--- src/rtl/seven_segment_capture_pkg.sv ---
// Shared definitions for the seven-segment receive path: segment bit positions,
// the hex-to-segment pattern table and the capture FSM state encoding.
package seven_segment_capture_pkg;

    localparam int SEG_A = 0;
    localparam int SEG_B = 1;
    localparam int SEG_C = 2;
    localparam int SEG_D = 3;
    localparam int SEG_E = 4;
    localparam int SEG_F = 5;
    localparam int SEG_G = 6;

    localparam int MAX_DIGITS = 8;

    // Index = hex value, entry = lit segments {g,f,e,d,c,b,a}
    localparam logic [6:0] HEX_TO_SEG [16] = '{
        7'h3F, 7'h06, 7'h5B, 7'h4F, 7'h66, 7'h6D, 7'h7D, 7'h07,
        7'h7F, 7'h6F, 7'h77, 7'h7C, 7'h39, 7'h5E, 7'h79, 7'h71
    };

    typedef enum logic [1:0] {
        ST_WAIT  = 2'd0,
        ST_COUNT = 2'd1,
        ST_HOLD  = 2'd2
    } cap_state_e;

    function automatic logic is_one_hot(input logic [MAX_DIGITS-1:0] v);
        return (v != '0) && ((v & (v - MAX_DIGITS'(1))) == '0);
    endfunction

endpackage

--- src/rtl/seven_segment_capture_seg7_decode.sv ---
// Combinational seven-segment pattern decoder: maps a lit-segment pattern back to
// its hex nibble and flags patterns that are not in the hex table.
module seg7_decode
    import seven_segment_capture_pkg::*;
(
    input  logic [6:0] seg,
    output logic       valid,
    output logic [3:0] nibble
);

    logic [6:0] pattern;

    always_comb begin
        pattern = {seg[SEG_G], seg[SEG_F], seg[SEG_E], seg[SEG_D],
                   seg[SEG_C], seg[SEG_B], seg[SEG_A]};
        valid   = 1'b0;
        nibble  = 4'h0;
        for (int i = 0; i < 16; i++) begin
            if (pattern == HEX_TO_SEG[i]) begin
                valid  = 1'b1;
                nibble = 4'(i);
            end
        end
    end

endmodule

--- src/rtl/seven_segment_capture.sv ---
// Receive side of a multiplexed seven-segment display: debounces the scanned
// anode/segment lines, decodes each digit slot and publishes whole frames.
module seven_segment_capture
    import seven_segment_capture_pkg::*;
#(
    parameter int NUM_DIGITS    = 4,
    parameter int STABLE_CYCLES = 4
) (
    input  logic                    clk,
    input  logic                    rst_n,
    input  logic [6:0]              seg_in,
    input  logic [NUM_DIGITS-1:0]   an_in,
    output logic [4*NUM_DIGITS-1:0] digits_out,
    output logic [NUM_DIGITS-1:0]   digit_err,
    output logic                    frame_valid,
    output logic                    busy
);

    localparam int CNT_W = $clog2(STABLE_CYCLES) + 1;
    localparam int IDX_W = $clog2(NUM_DIGITS);
    localparam logic [CNT_W-1:0] CNT_LAST = CNT_W'(STABLE_CYCLES - 1);
    localparam logic [CNT_W-1:0] CNT_ONE  = CNT_W'(1);

    logic [NUM_DIGITS-1:0] an_s_q, an_s_d, an_p_q, an_p_d;
    logic [6:0]            seg_s_q, seg_s_d, seg_p_q, seg_p_d;
    cap_state_e            state_q, state_d;
    logic [CNT_W-1:0]      cnt_q, cnt_d;
    logic [NUM_DIGITS-1:0] seen_q, seen_d;
    logic                  frame_valid_q, frame_valid_d;

    logic                  sample_onehot;
    logic                  sample_same;
    logic                  capture;
    logic                  frame_done;
    logic [IDX_W-1:0]      cap_idx;
    logic                  dec_valid;
    logic [3:0]            dec_nibble;

    seg7_decode u_decode (
        .seg    (seg_s_q),
        .valid  (dec_valid),
        .nibble (dec_nibble)
    );

    // Two-deep sample pipeline: current sample and the one before it
    always_comb begin
        an_s_d  = an_in;
        seg_s_d = seg_in;
        an_p_d  = an_s_q;
        seg_p_d = seg_s_q;
    end

    always_comb begin
        sample_onehot = is_one_hot(MAX_DIGITS'(an_s_q));
        sample_same   = (an_s_q == an_p_q) && (seg_s_q == seg_p_q);
        cap_idx       = '0;
        for (int k = 0; k < NUM_DIGITS; k++) begin
            if (an_s_q[k]) begin
                cap_idx = IDX_W'(k);
            end
        end
    end

    always_comb begin
        state_d = state_q;
        cnt_d   = cnt_q;
        capture = 1'b0;
        case (state_q)
            ST_WAIT: begin
                if (sample_onehot) begin
                    state_d = ST_COUNT;
                    cnt_d   = CNT_ONE;
                end
            end
            ST_COUNT: begin
                if (sample_same) begin
                    // >= so that a single-cycle dwell requirement captures on entry
                    if (cnt_q >= CNT_LAST) begin
                        capture = 1'b1;
                        state_d = ST_HOLD;
                        cnt_d   = '0;
                    end else begin
                        cnt_d = cnt_q + CNT_ONE;
                    end
                end else if (sample_onehot) begin
                    cnt_d = CNT_ONE;
                end else begin
                    state_d = ST_WAIT;
                    cnt_d   = '0;
                end
            end
            ST_HOLD: begin
                if (!sample_same) begin
                    if (sample_onehot) begin
                        state_d = ST_COUNT;
                        cnt_d   = CNT_ONE;
                    end else begin
                        state_d = ST_WAIT;
                        cnt_d   = '0;
                    end
                end
            end
            default: begin
                state_d = ST_WAIT;
                cnt_d   = '0;
            end
        endcase
    end

    // A frame completes the cycle after the last missing slot is captured
    always_comb begin
        frame_done    = &seen_q;
        frame_valid_d = frame_done;
        seen_d        = frame_done ? '0 : seen_q;
        if (capture) begin
            seen_d[cap_idx] = 1'b1;
        end
    end

    always_ff @(posedge clk or negedge rst_n) begin
        if (!rst_n) begin
            an_s_q        <= '0;
            seg_s_q       <= '0;
            an_p_q        <= '0;
            seg_p_q       <= '0;
            state_q       <= ST_WAIT;
            cnt_q         <= '0;
            seen_q        <= '0;
            frame_valid_q <= 1'b0;
        end else begin
            an_s_q        <= an_s_d;
            seg_s_q       <= seg_s_d;
            an_p_q        <= an_p_d;
            seg_p_q       <= seg_p_d;
            state_q       <= state_d;
            cnt_q         <= cnt_d;
            seen_q        <= seen_d;
            frame_valid_q <= frame_valid_d;
        end
    end

    genvar gi;
    generate
        for (gi = 0; gi < NUM_DIGITS; gi++) begin : g_slot
            logic [3:0] shadow_nib_q, shadow_nib_d;
            logic       shadow_err_q, shadow_err_d;
            logic [3:0] digit_q, digit_d;
            logic       derr_q, derr_d;
            logic       slot_we;

            // Shadow holds the partial frame; outputs only move on completion
            always_comb begin
                slot_we      = capture && (cap_idx == IDX_W'(gi));
                shadow_nib_d = slot_we ? dec_nibble : shadow_nib_q;
                shadow_err_d = slot_we ? ~dec_valid : shadow_err_q;
                digit_d      = frame_done ? shadow_nib_q : digit_q;
                derr_d       = frame_done ? shadow_err_q : derr_q;
            end

            always_ff @(posedge clk or negedge rst_n) begin
                if (!rst_n) begin
                    shadow_nib_q <= '0;
                    shadow_err_q <= 1'b0;
                    digit_q      <= '0;
                    derr_q       <= 1'b0;
                end else begin
                    shadow_nib_q <= shadow_nib_d;
                    shadow_err_q <= shadow_err_d;
                    digit_q      <= digit_d;
                    derr_q       <= derr_d;
                end
            end

            assign digits_out[4*gi +: 4] = digit_q;
            assign digit_err[gi]         = derr_q;
        end
    endgenerate

    assign frame_valid = frame_valid_q;
    assign busy        = |seen_q;

endmodule

--- config.mk ---
export PLATFORM = sky130hd
export DESIGN_NAME = seven_segment_capture
export DESIGN_NICKNAME = d
export VERILOG_FILES = /design/src/rtl/seven_segment_capture_pkg.sv /design/src/rtl/seven_segment_capture_seg7_decode.sv /design/src/rtl/seven_segment_capture.sv
export SDC_FILE = /design/constraint.sdc
export NUM_CORES = 1
export LEC_CHECK = 0
export CAP_MARGIN = 40
export CORE_ASPECT_RATIO = 0.8
export CORE_MARGIN = 2
export CORE_UTILIZATION = 52
export CTS_BUF_LIST = sky130_fd_sc_hd__clkbuf_8
export DETAILED_ROUTE_END_ITERATION = 10
export GPL_TIMING_DRIVEN = 0
export HOLD_SLACK_MARGIN = 0.08
export PLACE_DENSITY = 0.74
export SLEW_MARGIN = 20
export SYNTH_ARGS = -nofsm -noshare
export SYNTH_HDL_FRONTEND = slang
export SYNTH_SLANG_ARGS = --single-unit
export TNS_END_PERCENT = 5
--- constraint.sdc ---
create_clock -name clk -period 2 [get_ports clk]
set_clock_uncertainty 0.15 [all_clocks]
set_input_delay 0.3 -clock clk [delete_from_list [all_inputs] [get_ports clk]]
set_output_delay 0.3 -clock clk [all_outputs]
set_load 0.1 [all_outputs]
# == Word-level counts from Yosys, hierarchy flattened ==
# Index checks and enable logic that the tools add are counted.
# totals
ff_bits,72
input_bits,13
output_inout_bits,22
elab_cells,128
# classes
n_addsub,2
magnitude_cmp,3
n_eq_ne,27
muxes,54
n_bitwise,3
reduce_logical,15
# op_table
op,count
== test 7 bit (second input constant),12
2-to-1 mux 4 bit,10
2-to-1 mux 1 bit,24
2-to-1 mux 3 bit,8
2-to-1 mux 2 bit,9
== test 7 x 3 -> 1 bit (second input constant),2
== test 7 x 6 -> 1 bit (second input constant),2
case mux 3 bit (3 select lines),1
AND 4 x 8 -> 8 bit,1
logical NOT 8 bit,1
AND reduction 4 bit,2
== test 7 bit,1
logical AND 1 bit,7
== test 2 bit (second input constant),3
!= test 3 bit (second input constant),2
case mux 2 bit (3 select lines),1
subtractor 4 x 1 -> 5 bit (second input constant),1
== test 2 x 1 -> 1 bit (second input constant),2
== test 4 bit,1
logical NOT 2 bit,2
!= test 2 bit (second input constant),2
OR 4 bit,1
nonzero test 4 bit,1
OR reduction 4 bit,1
other kinds (7),7

# == Depth between registers and ports, before layout ==
# Gate-level depths: netlist (run 1).
# depth
depth_word,18
mapped_depth,6
ltp_nobuf,6

# == Hierarchy ==
# A second synthesis (run 1) with hierarchy kept.
# unflattened
cells_unflattened,281
area_unflattened_um2,3213.1
# modules_own_cells
mod,instances,cells_per_inst,area_each_um2,seq_area_each_um2
seven_segment_capture,1,224,2820.2,1801.7
seg7_decode,1,57,392.9,0.0

# == Worst setup path after synthesis (run 1) ==
# No wires, ideal clock.
# synth_timing
path_type,register to register
startpoint,"reg an_s_q[2], in the netlist an_p_d[2]"
endpoint,reg g_slot[2].shadow_nib_q[2]
setup_time_ns,0.125
arrival_ns,1.753
required_ns,1.725
slack_ns,-0.028
path_stages_with_launch,7
n_path_buf,1
period_less_slack_ns,2.028
cell_sequence,dfrtp_1 > buf_4 > xnor2_1 > nand3_1 > nor3_4 > nand4b_2 > mux2_2
# synth_between
elab_chain_len,5
elab_cells_between_ends,8
classes_between,eq/ne (2); mux (4); reduce/logical (2)
# synth_rtl
element,line_no,rtl
from (decl),seven_segment_capture.sv:24,"logic [NUM_DIGITS-1:0] an_s_q, an_s_d, an_p_q, an_p_d;"
from (signal assigned),seven_segment_capture.sv:131,an_s_q <= an_s_d;
== test 4 bit,seven_segment_capture.sv:55,sample_same = (an_s_q == an_p_q) && (seg_s_q == seg_p_q);
logical AND 1 bit,seven_segment_capture.sv:55,
2-to-1 mux 1 bit,seven_segment_capture.sv:76,if (sample_same) begin
2-to-1 mux 1 bit,seven_segment_capture.sv:68,case (state_q)
logical AND 1 bit (*),seven_segment_capture.sv:153,slot_we = capture && (cap_idx == IDX_W'(gi));
to (signal assigned),seven_segment_capture.sv:167,shadow_nib_q <= shadow_nib_d;
to (decl),seven_segment_capture.sv:145,"logic [3:0] shadow_nib_q, shadow_nib_d;"
# Every way passes the cells marked *; elsewhere a longest branch is shown, timed or not.
# A chain may end at the register's enable or synchronous reset.

# == Final worst setup path (run 1) ==
# layout_timing
startpoint,reg cnt_q[1]
endpoint,reg g_slot[3].shadow_nib_q[0]
# layout_between
elab_chain_len,5
# layout_rtl
element,line_no,rtl
from (decl),seven_segment_capture.sv:27,"logic [CNT_W-1:0] cnt_q, cnt_d;"
from (signal assigned),seven_segment_capture.sv:136,cnt_q <= cnt_d;
>= comparator 3 x 2 -> 1 bit,seven_segment_capture.sv:78,if (cnt_q >= CNT_LAST) begin
2-to-1 mux 1 bit,seven_segment_capture.sv:78,
2-to-1 mux 1 bit,seven_segment_capture.sv:76,
2-to-1 mux 1 bit,seven_segment_capture.sv:68,
logical AND 1 bit,seven_segment_capture.sv:153,
to (signal assigned),seven_segment_capture.sv:167,
to (decl),seven_segment_capture.sv:145,
# Every way passes these cells.

==> results.py, run 1 <==
metrics = {
    "power_and_ir_drop": {
        "switching_share_pct": 24.08,
        "ir_drop_mv": 0.5823,
        "p_total_uw": 2901,
        "power.density_mw_per_mm2": 651.3,
        "p_int_uw": 2202,
        "power_frac_seq_pct": 51.9,
        "p_leak_uw": 0.002127,
        "p_clk_share_pct": 40.2,
        "power_switching_uw": 698.5,
        "pwr-share-comb_pct": 8.0,
    },
    "placed_design": {
        "portBuffers": 34,
        "hpwl_um": 4466,
        "place.gp.congestion": 0.8561,
    },
    "synth": {
        "synth.area.mux_share_pct": 7.366,
        "synth.distinct_cells": 49,
        "yosys_most_used_dff": "dfrtp_1",
        "ys.warnings.count": 0,
        "yosys.area_share.simple_pct": 16.65,
        "synth-compound-area-share_pct": 8.127,
        "synth_top_family_by_area": "simple AND/OR/NAND/NOR gates",
        "syn_inst": 287,
        "syn_area_mm2": 0.003125,
        "syn_avg_cell_area_um2": 10.89,
        "synth_seq_area_share_pct": 57.65,
        "postSynth.asyncResetShare_pct": 100.0,
        "synth-adder-area-share_pct": 1.121,
        "ys_ff_latch": 72,
        "synth_xor_area_share_pct": 3.643,
        "syn-num-nets": 302,
        "synth-edff-count": 0,
    },
    "setup_path": {
        "arrival_ns": 2.17,
        "crit_chain": "ha_2 > ha_4 > a211oi_4 > nor3b_4 > buf_12 > buf_6 > nand3_4 > buf_4 > mux2i_1",
        "critPathBufInv": 3,
        "critPathKind": "register to register",
        "path_max_fanout": 6,
        "slowest_stage": "dfrtp_1",
        "crit_family": "flip-flops",
        "worstPathRequired_ns": 2.11,
        "end_kind": "register",
        "worst_setup_path_start_kind": "register",
        "crit_path_max_incr_delay_ns": 0.42,
    },
    "outcome": {
        "status": "finished, violations left",
        "violations": "negative setup slack",
    },
    "sta": {
        "setup_viol": 7,
        "fin_ws_ns": -0.06038,
        "fmax_mhz": 485.3,
        "tightestPinTransition_ns": 0.4304,
        "finalMaxSlewViolations": 0,
        "period_share_pct": 103.0,
        "hold_viol": 0,
        "grt_setup_unrepaired": "true",
        "slew_headroom_pct": 71.31,
        "min_period_ns": 2.060,
    },
    "grt": {
        "antenna_found_initial": 0,
        "grt_pass1_vias": 2250,
        "grt_first_pass_wirelength_um": 10790,
        "grt_use_total_pct": 21.33,
        "grt_max_degree": 57,
        "grt_overflow": 0,
    },
    "cells_and_area": {
        "antennaDiodeCount": 0,
        "syn2layout_area_growth_pct": 42.51,
        "drive_above_1_share_pct": 28.53,
        "num-nets-final": 385,
        "fin_util_pct": 76.15,
    },
    "detailed_routing": {
        "viasPerCell": 5.232,
        "drt-pass1-iter-count": 4,
        "ant_nets": 0,
        "drc_errors": 0,
        "routed_wl_um": 6778,
        "avgRoutedWirePerCell_um": 14.86,
        "drt_iter0_drc": 175,
        "vias": 2386,
    },
    "worst_hold_path": {
        "hp-class": "primary input to asynchronous set/reset pin",
    },
    "floorplanning": {
        "die_y_um": 73.34,
        "die_x_um": 90.68,
        "die-area_mm2": 0.006650,
        "rows": 25,
        "fp.coreArea_mm2": 0.005849,
        "start_util_pct": 53.43,
        "io_pins": 35,
    },
    "clock_tree": {
        "clock_sinks": 72,
        "clock_path_buffers": 2,
        "h-tree-depth": 3,
        "cts-root-buf": "clkbuf_8",
        "worstSkewPairLatency_ns": 0.35,
        "clk_pin_slew_worst_paths_ns": 0.08,
        "numCtsBuffers": 9,
        "cts_tree": "yes",
    },
    "run": {
        "maxCapViolations": 0,
    },
}
cell usage in the layout, fill, tap and decap left out, types with 3 or more instances in the layout:
cell type	synthesis	layout
mux2_4	0	4
dfrtp_2	0	4
nand2b_1	5	5
buf_12	0	3
clkbuf_8	0	10
nand3_1	4	3
clkbuf_2	0	4
nor3_1	5	3
clkdlybuf4s50_1	0	30
mux2_2	8	4
buf_4	5	21
xnor2_2	0	5
buf_6	1	5
inv_1	19	19
nand2_1	54	54
a21oi_1	4	4
nand4_1	4	4
nor4_1	5	5
clkbuf_1	10	4
o21ai_0	18	17
xnor2_1	12	7
buf_8	0	20
dfrtp_1	72	68
nor2_1	4	4
mux2i_1	14	13
worst reg2reg max path: cells and delay by family (launching register included):
family / cells / cell delay, ns
buffers and inverters: 3 / 0.39
DFF: 1 / 0.42
and+or+nand+nor: 2 / 0.20
muxes: 1 / 0.21
adders and majority gates: 2 / 0.37
AOI/OAI and AO/OA: 1 / 0.22
registers in the layout, indices dropped and copies added (netlist names):
| signal | count |
|---|---|
| g_slot.digit_q | 16 |
| cnt_q | 3 |
| seg_p_q | 7 |
| state_q | 2 |
| an_p_q | 4 |
| g_slot.derr_q | 4 |
| seen_q | 4 |
| g_slot.shadow_nib_q | 16 |
| an_p_d | 4 |
| g_slot.shadow_err_q | 4 |
| seg_p_d | 7 |
| frame_valid | 1 |
metal layers:
layer | track usage (%) | part of all wire [%] | wire [um] | up-vias
li1 | - | - | - | 1140
met3 | 7.077 | 4.2 | 286 | 4
met4 | 8.034 | 0.60 | 41 | 0
met2 | 33.00 | 49 | 3339 | 65
met5 | 0 | 0 | 0 | -
met1 | 28.43 | 46 | 3110 | 1177
cell families after synthesis:
| kind of cell | count (synthesis) |
|---|---|
| AOI/OAI and AO/OA | 40 |
| xor gates and xnor gates | 13 |
| adders and majority gates | 3 |
| buffers and inverters | 38 |
| DFF | 72 |
| muxes | 22 |
| and+or+nand+nor | 99 |
metrics by stage:
step / area (um2) / setup slack, ns / std cells / hold WS, ns / setup TNS [ns]
global placement: 3567 / -1.872 / 402 / 0.2046 / -138.98
global route: 4454 / -0.1295 / 456 / 0.2115 / -1.407
floorplan: 3126 / -0.02794 / 287 / -0.1456 / -0.1021
detailed placement: 3923 / -0.3571 / 425 / 0.04188 / -4.984
finish: 4454 / -0.06038 / 456 / 0.2129 / -0.2411
CTS: 4135 / -0.3882 / 441 / 0.1924 / -4.851
worst paths after layout:
path                                      startpoint                               endpoint  slack [ns]  cells after the start
worst min register to register   an_p_d[2]$_DFF_PN0_                    an_p_q[2]$_DFF_PN0_        0.22                      0
worst max-delay path            cnt_q[1]$_DFFE_PN0P_  g_slot[3].shadow_nib_q[0]$_DFFE_PN0P_       -0.06                      9
min in group clk                 an_p_d[2]$_DFF_PN0_                    an_p_q[2]$_DFF_PN0_        0.22                      0
worst max register to register  cnt_q[1]$_DFFE_PN0P_  g_slot[3].shadow_nib_q[0]$_DFFE_PN0P_       -0.06                      9
max in group asynchronous                      rst_n                   seg_p_d[4]$_DFF_PN0_        0.94                      3
worst min-delay path                           rst_n  g_slot[1].shadow_nib_q[2]$_DFFE_PN0P_        0.21                      2
power by group through the flow:
stage          registers [uW]  clock network (uW)  logic [uW]
2_1_floorplan            1530                   0         112
3_3_place_gp             1530                   0         184
3_5_place_dp             1530                   0         192
4_1_cts                  1510                1190         196
5_1_grt                  1510                1260         255
6_report                 1510                1160         231
synth_stat cells (2+ instances only):
| library cell | n | area share, % |
|---|---|---|
| dfrtp_1 | 72 | 58 |
| nand2_1 | 54 | 6.5 |
| inv_1 | 19 | 2.3 |
| o21ai_0 | 18 | 2.9 |
| mux2i_1 | 14 | 4.5 |
| xnor2_1 | 12 | 3.4 |
| clkbuf_1 | 10 | 1.2 |
| mux2_2 | 8 | 2.9 |
| buf_4 | 5 | 1.2 |
| nand2b_1 | 5 | 1.0 |
| nor3_1 | 5 | 0.80 |
| nor4_1 | 5 | 1.0 |
| a21oi_1 | 4 | 0.64 |
| nand3_1 | 4 | 0.64 |
| nand4_1 | 4 | 0.80 |
| nor2_1 | 4 | 0.48 |
| a211oi_1 | 3 | 0.72 |
| or3b_2 | 3 | 0.84 |
| and2_1 | 2 | 0.40 |
| ha_1 | 2 | 0.80 |
| nand3_2 | 2 | 0.64 |
| nor4b_1 | 2 | 0.56 |
| o21a_1 | 2 | 0.48 |
| o2bb2ai_1 | 2 | 0.56 |
| or4_1 | 2 | 0.48 |
area by class of cell:
cell class                      instances  area [um2]
Buffer                                 18       110.1
Clock buffer                           10       137.6
Clock inverter                          6       67.56
Fill cell                             376        1395
Inverter                               20       75.07
Multi-Input combinational cell        177        1315
Sequential cell                        72        1807
Tap cell                               81       101.3
Timing Repair Buffer                   72       840.8
repair_timing:
item,in CTS,in global routing
buffers inserted,0,15
hold endpoints to repair,72,0
hold buffers,1,0
setup endpoints to repair,25,33
gates resized for setup,2,58
pin swaps,1,15
(Power assumes the default switching activity.)
==> inputs of run 2 (changes only) <==
--- a/config.mk
+++ b/config.mk
@@ -12,7 +12,7 @@
 export CTS_BUF_LIST = sky130_fd_sc_hd__clkbuf_8
 export DETAILED_ROUTE_END_ITERATION = 10
 export GPL_TIMING_DRIVEN = 0
-export HOLD_SLACK_MARGIN = 0.08
+export HOLD_SLACK_MARGIN = 0.1
 export PLACE_DENSITY = 0.74
 export SLEW_MARGIN = 20
 export SYNTH_ARGS = -nofsm -noshare
==> results of run 2 <==
No change in the layout: final DEF, timing and power equal those of run 1.
